## src/rtl/buck_pkg.sv

```systemverilog
// buck_pkg: constants and types shared by the buck converter control blocks
// (PWM stage, PID controller, ADC sequencer).
//   CNT_WIDTH        - PWM counter / duty word width
//   MAX_DUTY_DEFAULT - default upper clamp on applied duty
//   DEADTIME_DEFAULT - default dead time in clocks
//   SS_STEP_DEFAULT  - default soft-start increment per period
//   DT_CNT_WIDTH     - dead-time counter width (dead time is below 64)
//   pwm_state_t      - PWM stage operating states
package buck_pkg;

  localparam int CNT_WIDTH        = 10;
  localparam int MAX_DUTY_DEFAULT = 960;
  localparam int DEADTIME_DEFAULT = 8;
  localparam int SS_STEP_DEFAULT  = 4;
  localparam int DT_CNT_WIDTH     = 6;

  typedef enum logic [1:0] {
    IDLE      = 2'd0,
    SOFTSTART = 2'd1,
    RUN       = 2'd2,
    FAULT     = 2'd3
  } pwm_state_t;

endpackage

```

## src/rtl/deadtime_inserter.sv

```systemverilog
// deadtime_inserter: turns the raw PWM level into complementary gate drives,
// holding both gates low for DEADTIME clocks after every raw edge.
// Ports:
//   clk, rst   - clock, async active-high reset
//   raw        - next raw PWM level (registered here as the visible raw)
//   force_off  - holds both gates low and leaves the timer expired
//   hs_gate    - high-side drive (registered)
//   ls_gate    - low-side drive (registered)
module deadtime_inserter #(
  parameter int DEADTIME = buck_pkg::DEADTIME_DEFAULT
) (
  input  logic clk,
  input  logic rst,
  input  logic raw,
  input  logic force_off,
  output logic hs_gate,
  output logic ls_gate
);
  import buck_pkg::*;

  // Down-counter loaded with DEADTIME-1 so the gate turns on exactly
  // DEADTIME clocks after the raw edge becomes visible.
  localparam logic [DT_CNT_WIDTH-1:0] DT_LOAD = DT_CNT_WIDTH'(DEADTIME - 1);

  logic                    raw_q;
  logic [DT_CNT_WIDTH-1:0] dt_cnt;

  always_ff @(posedge clk or posedge rst) begin
    if (rst) begin
      raw_q   <= 1'b0;
      dt_cnt  <= '0;
      hs_gate <= 1'b0;
      ls_gate <= 1'b0;
    end else if (force_off) begin
      raw_q   <= 1'b0;
      dt_cnt  <= '0;
      hs_gate <= 1'b0;
      ls_gate <= 1'b0;
    end else begin
      raw_q <= raw;
      if (raw != raw_q) begin
        // edge (also during dead time) restarts the blanking interval
        dt_cnt  <= DT_LOAD;
        hs_gate <= 1'b0;
        ls_gate <= 1'b0;
      end else if (dt_cnt != '0) begin
        dt_cnt  <= dt_cnt - 1'b1;
        hs_gate <= 1'b0;
        ls_gate <= 1'b0;
      end else begin
        hs_gate <= raw;
        ls_gate <= ~raw;
      end
    end
  end

endmodule

```

## src/rtl/pwm_deadtime_gen.sv

```systemverilog
// pwm_deadtime_gen: buck converter PWM stage. Double-buffers the PID duty
// word, applies soft-start and MAX_DUTY clamping, latches faults, and drives
// complementary gates with dead time plus a mid-on-time ADC trigger.
// Ports:
//   clk, rst       - clock, async active-high reset
//   duty_in        - duty word from the PID controller
//   duty_valid     - strobe loading duty_in into the shadow register
//   enable         - run request
//   fault          - level-sensitive fault input
//   hs_gate        - high-side gate drive
//   ls_gate        - low-side gate drive
//   adc_trig       - pulse at cnt == duty_act/2
//   period_start   - pulse at cnt == 0
//   ss_done        - soft-start limit has reached MAX_DUTY
//   fault_latched  - block is in FAULT
//
// state     | meaning
// ----------+-------------------------------------------------------
// IDLE      | gates off, counter/soft-start/active duty cleared
// SOFTSTART | counting, duty limited by a ramp growing each period
// RUN       | counting, duty limited only by MAX_DUTY
// FAULT     | gates off until enable and fault are both low
module pwm_deadtime_gen #(
  parameter int CNT_WIDTH = buck_pkg::CNT_WIDTH,
  parameter int DEADTIME  = buck_pkg::DEADTIME_DEFAULT,
  parameter int MAX_DUTY  = buck_pkg::MAX_DUTY_DEFAULT,
  parameter int SS_STEP   = buck_pkg::SS_STEP_DEFAULT
) (
  input  logic                 clk,
  input  logic                 rst,
  input  logic [CNT_WIDTH-1:0] duty_in,
  input  logic                 duty_valid,
  input  logic                 enable,
  input  logic                 fault,
  output logic                 hs_gate,
  output logic                 ls_gate,
  output logic                 adc_trig,
  output logic                 period_start,
  output logic                 ss_done,
  output logic                 fault_latched
);
  import buck_pkg::*;

  localparam logic [CNT_WIDTH-1:0] CNT_MAX    = '1;
  localparam logic [CNT_WIDTH-1:0] MAX_DUTY_C = CNT_WIDTH'(MAX_DUTY);
  localparam logic [CNT_WIDTH:0]   MAX_DUTY_W = (CNT_WIDTH + 1)'(MAX_DUTY);
  localparam logic [CNT_WIDTH:0]   SS_STEP_W  = (CNT_WIDTH + 1)'(SS_STEP);

  pwm_state_t           state, state_n;
  logic [CNT_WIDTH-1:0] cnt, cnt_n;
  logic [CNT_WIDTH-1:0] shadow;
  logic [CNT_WIDTH-1:0] duty_act, duty_act_n, duty_cap;
  logic [CNT_WIDTH-1:0] ss_limit, ss_limit_n;
  logic [CNT_WIDTH:0]   ss_sum;
  logic                 run_now, run_next, wrap, raw_d;

  always_comb begin
    state_n = state;
    if (fault) begin
      state_n = FAULT;
    end else begin
      case (state)
        IDLE:      if (enable) state_n = SOFTSTART;
        SOFTSTART: if (!enable) state_n = IDLE;
                   else if (ss_limit >= MAX_DUTY_C) state_n = RUN;
        RUN:       if (!enable) state_n = IDLE;
        FAULT:     if (!enable) state_n = IDLE;
        default:   state_n = IDLE;
      endcase
    end
  end

  assign run_now  = (state == SOFTSTART) || (state == RUN);
  assign run_next = (state_n == SOFTSTART) || (state_n == RUN);
  assign wrap     = run_now && (cnt == CNT_MAX);
  assign ss_sum   = {1'b0, ss_limit} + SS_STEP_W;

  // Everything is computed as the value that becomes visible after the edge,
  // so the registered outputs line up with the registered counter.
  always_comb begin
    cnt_n      = '0;
    ss_limit_n = '0;
    duty_act_n = '0;
    duty_cap   = shadow;
    if (duty_cap > MAX_DUTY_C) duty_cap = MAX_DUTY_C;
    if (run_next) begin
      cnt_n      = run_now ? cnt + 1'b1 : '0;
      ss_limit_n = ss_limit;
      if (wrap && state == SOFTSTART)
        ss_limit_n = (ss_sum >= MAX_DUTY_W) ? MAX_DUTY_C : ss_sum[CNT_WIDTH-1:0];
      duty_act_n = duty_act;
      if (wrap) begin
        // the ramp step taken on this wrap already applies to the next period
        if (duty_cap > ss_limit_n) duty_cap = ss_limit_n;
        duty_act_n = duty_cap;
      end
    end
  end

  // raw is high for visible cnt 1..duty_act; the inserter registers it
  assign raw_d = run_next && (cnt < duty_act);

  always_ff @(posedge clk or posedge rst) begin
    if (rst) begin
      state         <= IDLE;
      cnt           <= '0;
      shadow        <= '0;
      duty_act      <= '0;
      ss_limit      <= '0;
      period_start  <= 1'b0;
      adc_trig      <= 1'b0;
      ss_done       <= 1'b0;
      fault_latched <= 1'b0;
    end else begin
      state         <= state_n;
      cnt           <= cnt_n;
      if (duty_valid) shadow <= duty_in;
      duty_act      <= duty_act_n;
      ss_limit      <= ss_limit_n;
      period_start  <= run_next && (cnt_n == '0);
      adc_trig      <= run_next && (cnt_n == (duty_act_n >> 1));
      ss_done       <= ss_limit_n >= MAX_DUTY_C;
      fault_latched <= state_n == FAULT;
    end
  end

  deadtime_inserter #(
    .DEADTIME (DEADTIME)
  ) u_deadtime (
    .clk       (clk),
    .rst       (rst),
    .raw       (raw_d),
    .force_off (~run_next),
    .hs_gate   (hs_gate),
    .ls_gate   (ls_gate)
  );

endmodule

```

## config.mk

```make
export PLATFORM = sky130hd
export DESIGN_NAME = pwm_deadtime_gen
export DESIGN_NICKNAME = d
export VERILOG_FILES = /design/src/rtl/buck_pkg.sv /design/src/rtl/deadtime_inserter.sv /design/src/rtl/pwm_deadtime_gen.sv
export SDC_FILE = /design/constraint.sdc
export NUM_CORES = 1
export LEC_CHECK = 0
export ABC_AREA = 1
export CAP_MARGIN = 20
export CORE_AREA = 3 3 89 91
export CTS_CLUSTER_DIAMETER = 200
export DETAILED_ROUTE_END_ITERATION = 10
export DIE_AREA = 0 0 92 94
export GPL_TIMING_DRIVEN = 0
export HOLD_SLACK_MARGIN = 0.03
export PLACE_DENSITY = 0.67
export SLEW_MARGIN = 5
export SYNTH_ARGS = -nofsm -noshare
export SYNTH_HDL_FRONTEND = slang
export SYNTH_SLANG_ARGS = --single-unit
export TNS_END_PERCENT = 50
```

## constraint.sdc

```tcl
create_clock -name clk -period 3.6 [get_ports clk]
set_clock_uncertainty 0.1 [all_clocks]
set_input_delay 1.08 -clock clk [delete_from_list [all_inputs] [get_ports clk]]
set_output_delay 1.08 -clock clk [all_outputs]
set_load 0.1 [all_outputs]
```

# --- After elaboration in Yosys (flattened, before gate mapping) ---
# Index checks and enable logic that the tools add are counted.
word_totals:
  wordCells: 72
  out_inout_bits: 6
  inputBits: 15
  reg_bits: 55
classes:
  n_bitwise: 1
  muxes: 26
  order_cmp: 6
  n_eq_ne: 11
  reduce_logical: 11
  add_sub_neg: 3
ops:
  columns: ["op", "n"]
  rows:
  - ["10-bit 2-to-1 mux", 10]
  - ["10-bit greater-or-equal comparator (second input constant)", 2]
  - ["6-bit 2-to-1 mux", 3]
  - ["10-bit by 3-bit adder with 11-bit output (second input constant)", 1]
  - ["11-bit by 10-bit greater-or-equal comparator with 1-bit output (second input constant)", 1]
  - ["10-bit by 1-bit adder with 10-bit output (second input constant)", 1]
  - ["10-bit == test (second input constant)", 1]
  - ["10-bit by 9-bit == test with 1-bit output", 1]
  - ["10-bit > comparator", 1]
  - ["10-bit > comparator (second input constant)", 1]
  - ["10-bit logical NOT", 1]
  - ["10-bit less-than comparator", 1]
  - ["2-bit 2-to-1 mux", 5]
  - ["2-bit == test (second input constant)", 4]
  - ["1-bit 2-to-1 mux", 7]
  - ["2-bit one-hot mux with 3 select lines", 1]
  - ["6-bit nonzero test", 1]
  - ["6-bit by 1-bit subtractor with 6-bit output (second input constant)", 1]
  - ["1-bit logical AND", 5]
  - ["2-bit by 1-bit == test with 1-bit output (second input constant)", 2]
  - ["3-bit by 1-bit inequality test with 1-bit output (second input constant)", 1]
  - ["2-bit logical NOT", 1]
  - ["1-bit logical OR", 2]
  - ["2-bit by 1-bit inequality test with 1-bit output (second input constant)", 1]
  - ["3 further kinds", 3]

# --- Depth between registers and ports, before layout ---
logic_depth:
  depth_word: 14
  ltp_mapped: 28
  depth_no_buf: 28

# --- Cells and area by module ---
# From an unflattened synthesis, not the netlist that was laid out.
hier_totals:
  cells_unflattened: 515
  hier_area_um2: 3734.8
modules_own_cells:
  columns: ["module", "area_per_inst_um2", "n_inst", "seq_area_each_um2", "cells_each"]
  rows:
  - ["pwm_deadtime_gen", 3206.8, 1, 1151.1, 450]
  - ["deadtime_inserter", 528.0, 1, 225.2, 65]

# --- Worst setup path after synthesis ---
# No wires, ideal clock.
synth_path:
  path_kind: "register -> register"
  from: "register state[1]"
  to: "register adc_trig"
  setup_time_ns: 0.115
  required_ns: 3.385
  period_less_slack_ns: 3.196
  stages_incl_launch_ff: 24
  n_path_buf: 1
  arrival_ns: 2.981
  setup_slack_ns: 0.404
  cell_sequence: "dfrtp_1 -> inv_1 -> ha_1 -> inv_1 -> nor3_4 -> nand2_4 -> nand2_1 -> nand2_1 -> a21oi_1 -> ha_1 -> a21o_1 -> nor2_1 -> nand3_1 -> nand2_2 -> inv_1 -> buf_4 -> nor2_1 -> nor2_1 -> nand2_1 -> nand2_2 -> nand2_1 -> nand2_1 -> nand3_1 -> nor2_1"
synth_between:
  elab_chain_cells: 12
  elab_cells_between_ends: 27
  cone_classes: "order compare: 1; eq/ne: 6; mux: 13; reduce/logical: 7"
synth_rtl:
  columns: ["element", "line_no", "rtl"]
  rows:
  - ["start, declared", "pwm_deadtime_gen.sv:49", "pwm_state_t state, state_n;"]
  - ["start signal, assigned", "pwm_deadtime_gen.sv:115", "state <= state_n;"]
  - ["2-bit by 1-bit == test with 1-bit output or 2-bit == test (tied branches)", "pwm_deadtime_gen.sv:62, pwm_deadtime_gen.sv:73, pwm_deadtime_gen.sv:89", null]
  - ["1-bit logical OR", "pwm_deadtime_gen.sv:73", "assign run_now = (state == SOFTSTART) || (state == RUN);"]
  - ["1-bit logical AND", "pwm_deadtime_gen.sv:75", "assign wrap = run_now && (cnt == CNT_MAX);"]
  - ["1-bit logical AND", "pwm_deadtime_gen.sv:89", "if (wrap && state == SOFTSTART)"]
  - ["10-bit 2-to-1 mux", "pwm_deadtime_gen.sv:89", null]
  - ["10-bit 2-to-1 mux", "pwm_deadtime_gen.sv:86", "if (run_next) begin"]
  - ["10-bit > comparator", "pwm_deadtime_gen.sv:94", "if (duty_cap > ss_limit_n) duty_cap = ss_limit_n;"]
  - ["10-bit 2-to-1 mux", "pwm_deadtime_gen.sv:94", null]
  - ["10-bit 2-to-1 mux", "pwm_deadtime_gen.sv:92", "if (wrap) begin"]
  - ["10-bit 2-to-1 mux (*)", "pwm_deadtime_gen.sv:86", null]
  - ["via duty_act_n[4]", "pwm_deadtime_gen.sv:52", "logic [CNT_WIDTH-1:0] duty_act, duty_act_n, duty_cap;"]
  - ["10-bit by 9-bit == test with 1-bit output (*)", "pwm_deadtime_gen.sv:121", "adc_trig <= run_next && (cnt_n == (duty_act_n >> 1));"]
  - ["1-bit logical AND (*)", "pwm_deadtime_gen.sv:121", null]
  - ["end signal, assigned", "pwm_deadtime_gen.sv:121", null]
  - ["end, declared", "pwm_deadtime_gen.sv:37", "output logic adc_trig,"]
# The timed path passes the listed nets; every way through them passes the cells marked *. The select of a mux whose other input is x is not followed.
# A chain may end at the register's enable or synchronous reset.

# --- Final worst setup path ---
layout_path:
  from: "input enable"
  to: "register period_start"
layout_between:
  elab_chain_cells: 8
  elab_cells_between_ends: 11
  cone_classes: "eq/ne: 2; mux: 6; reduce/logical: 3"
layout_rtl:
  columns: ["element", "line_no", "rtl"]
  rows:
  - ["start, declared", "pwm_deadtime_gen.sv:33", "input logic enable,"]
  - ["2-bit 2-to-1 mux (on tied branches)", null, null]
  - ["2-bit one-hot mux with 3 select lines (*)", "pwm_deadtime_gen.sv:62", "case (state)"]
  - ["2-bit 2-to-1 mux (*)", "pwm_deadtime_gen.sv:59", "if (fault) begin"]
  - ["via state_n[1]", "pwm_deadtime_gen.sv:49", null]
  - ["2-bit by 1-bit == test with 1-bit output or 2-bit == test (tied branches)", "pwm_deadtime_gen.sv:74", "assign run_next = (state_n == SOFTSTART) || (state_n == RUN);"]
  - ["1-bit logical OR (*)", "pwm_deadtime_gen.sv:74", null]
  - ["10-bit 2-to-1 mux", "pwm_deadtime_gen.sv:86", null]
  - ["10-bit logical NOT", "pwm_deadtime_gen.sv:120", "period_start <= run_next && (cnt_n == '0);"]
  - ["1-bit logical AND (*)", "pwm_deadtime_gen.sv:120", null]
  - ["end signal, assigned", "pwm_deadtime_gen.sv:120", null]
  - ["end, declared", "pwm_deadtime_gen.sv:38", "output logic period_start,"]
# The timed path passes the listed nets; every way through them passes the cells marked *.

==> metrics.sh <==
VIA_PER_INST=5.048
STD_CELL_ROWS=31
POSTROUTEWIRELENGTH_MM=8.371
DRIVE_ABOVE_1_SHARE_PCT=19.24
FF_TO_FF_SETUP_SLACK_PS=220
DIE-AREA_MM2=0.008648
NUM_ANTENNA_CELLS=0
WORST_SETUP_PATH_END_KIND='register'
DETAIL-ROUTE-ANTENNA-NETS=0
HOLD_PATH_END='duty_act[3]'
FLOORPLAN.INITIALDENSITY_PCT=49.25
SYNTH-SEQ-CELLS=55
GRT_USAGE_PCT=19.77
SYNTHDOMINANTCELLAREASHARE_PCT=38.73
FINAL-HOLD-VIOLATION-COUNT=0
FRACTION_OF_REGISTERS_WITH_ASYNC_SET_RESET_PCT=100.0
SYNTH_ENABLE_FLOP_CELLS=0
YOSYSSEQAREASHARE_PCT=38.73
REGTOREGSTARTPOINT='state[0]'
CTS_BUFFER_DEPTH=2
CLOCK_LATENCY_PS=320
TIMING.FINAL.MAX_SLEW_VIOLATIONS=0
TRITONCTS='built'
SYNTH_FP_NETS=518
LEAKAGE_nW=2.211
AREA_OF_THE_MAPPED_NETLIST_MM2=0.003553
HOLD_PATH_DEPTH=2
DRT-PASS1-ITER-COUNT=4
PLACED_INSTANCE_AREA_MM2=0.003887
CRIT_REQUIRED_PS=3730
FINAL_AREA_MM2=0.004408
WORST_MAX_SLEW_PIN_SLEW_PS=972.3
GRT_PASS1_WL_MM=13.69
CRITICAL_PATH_CLASS='primary input to register'
POWER_DENSITY_RELATIVE_TO_CELL_AREA_mW_PER_MM2=371.3
TRITONCTS.NUM_BUFFERS=5
CLOCK-ROOT-BUFFER='clkbuf_8'
FINISH.NET_COUNT=566
PLACEMENT.IO_BUFFERS=19
FINAL_HOLD_SLACK_PS=433.8
LARGEST_NET_DEGREE_AT_THE_START_OF_GLOBAL_ROUTING=34
STATUS='completed'
CRITICAL_PATH_PEAK_FANOUT=8
REG2REGPATHDEPTH=24
GRT_REMAINING_OVERFLOW=0
DP.FINAL_HPWL_MM=6.062
CRITICAL_PATH.STARTPOINT_TYPE='primary input'
DIE_W_UM=92
R2R_END='adc_trig'
GPL.FINAL_WEIGHTED_CONGESTION=0.8661
FIRST_GLOBAL_VIAS=3016
DRT_ITER0_DRC=131
TIMING.MAX_CAP.VIOLATIONS=0
WORST_SETUP_HOLD_PATH_CLK_SLEW_PS=100
VIAS=3150
CHIPHEIGHT_UM=94
POST-ROUTE-DRC-COUNT=0
FLOW.AREA_GROWTH_FROM_SYNTHESIS_PCT=24.05
CLOCK_H_TREE_LEVELS=2
FINAL_PERIOD_DEMAND_OF_THE_WORST_PATH_PS=3407
GRT_ANTENNA_BEFORE_REPAIR=0
SYNTH_COMMON_CELLS='122 x nand2_1, 67 x inv_1, 55 x dfrtp_1, 55 x nor2_1, 29 x nand3_1'
CLOCK_SINK_COUNT=55
VDD.IR_DROP.WORST_mV=0.1428
POWER_mW=1.637
PLACEABLECOREAREA_MM2=0.007214
SYN-MEAN-INSTANCE-AREA_UM2=7.465
CLOCK.FMAX_MHz=293.5
SYNTH.YOSYS.WARNINGS=0
PART_OF_THE_CYCLE_THE_WORST_PATH_NEEDS_PCT=94.65
IOS=21
SLEW_HEADROOM_PCT=34.98
HP-CLASS='register to register'
YOSYSTOPAREACELL='dfrtp_1'
WORST_HOLD_STARTPOINT='duty_act[3]'
WORST_EP_ARRIVAL_TIME_PS=3540
YOSYSMOSTFREQUENTCELL='nand2_1'
SETUP-VIOLATIONS-FINAL=0
NETLIST_INSTANCES=476
DRT-WIRELENGTH-PER-CELL_UM=13.42
YS_DOMINANT_REG_CELL='dfrtp_1'
NETLIST-CELL-TYPE-COUNT=38
BIGGEST_AREA_CONTRIBUTORS_IN_THE_SYNTHESIZED_NETLIST='dfrtp_1 39%, nand2_1 13%, ha_1 9.5%'
CTS-HOLD-FIX-BUFFERS=0
==> through the flow <==
step	instances	setup WS, ps	util [%]	TNS [ps]
after floorplan	476	403.7	-	0
after detailed placement	595	-263.3	53.88	-971.5
final	624	192.6	61.10	0
after global placement	594	-223.5	53.61	-803.9
after CTS	605	51.62	55.53	0
after global routing	624	-42.09	61.10	-42.09
==> state kept, by name, summed over array words and instances, names as in the netlist <==
name / cells
period_start: 1
state: 2
duty_act: 10
ss_done: 1
fault_latched: 1
ss_limit: 10
u_deadtime.dt_cnt: 6
cnt: 10
u_deadtime.raw_q: 1
u_deadtime.hs_gate: 1
shadow: 10
adc_trig: 1
u_deadtime.ls_gate: 1
==> where the power goes <==
part / total (mW) / leakage, nW / switching [mW] / internal (mW)
clock network: 0.344 / 0.0477 / 0.210 / 0.134
logic: 0.581 / 1.43 / 0.360 / 0.221
registers: 0.712 / 0.731 / 0.0354 / 0.676
==> per-layer routing <==
layer | GRT usage (%) | part of all wire (%)
met1 | 25.37 | 43
met2 | 34.49 | 51
met3 | 2.644 | 3.1
met4 | 6.436 | 2.3
met5 | 0 | 0
==> worst max path at each step <==
stage / from / end / slack [ps] / cells past startpoint
after floorplan: state[1] / adc_trig / 400 / 23
after global placement: enable / adc_trig / -220 / 15
after detailed placement: enable / adc_trig / -260 / 15
after CTS: cnt[1] / adc_trig / 50 / 26
after global routing: cnt[1] / adc_trig / -40 / 26
final: enable / period_start / 190 / 14
==> layout by cell type, fill, tap and decap left out, drive strengths merged, types with 2 or more instances in the layout <==
master,count
nor2,62
ha,27
clkdlybuf4s50,19
xor2,3
clkbuf,13
nor3,11
nand2,141
o21ai,20
clkinv,4
inv,69
a21oi,17
mux2,2
nand3,33
o211ai,2
xnor2,2
nor4,2
buf,22
nand3b,3
o21bai,2
dfrtp,55
nand4,9
==> kinds of logic (layout without fill, tap and decap cells) <==
kind of cell	Yosys count	in the layout	synth area share, %
muxes	2	2	0.6338
DFF	55	55	38.73
buffers and inverters	79	128	8.486
AOI/OAI and AO/OA	46	46	7.571
and+or+nand+nor	262	262	33.84
xor gates and xnor gates	5	5	1.233
adders and majority gates	27	27	9.507
==> final cells by class <==
class	instances	area, um2
fill	642	2806
sequential	55	1376
timing repair buffer	41	389.1
multi-input combinational	342	2111
tap	99	123.9
clock buffer	5	68.82
buffer	8	41.29
inverter	71	282.8
clock inverter	3	15.01
==> worst max-delay path, cell delays in order <==
cell and delay, ps:
clkdlybuf4s50_1 500, inv_1 60, nor2_1 90, o211ai_1 100, nand3_1 110, ha_2 330, nand2_1 140, clkinvlp_4 210
buf_4 190, nand2_1 90, nand4_1 120, nor3_1 220, nand4_1 120, nor3_1 190
==> what timing repair did <==
item	4_1_cts	5_1_grt
gates resized for setup	5	48
setup endpoints to repair	1	2
pin swaps	1	20
cloned	0	1
setup buffers	2	18
Power figures use the tool's default switching activity.
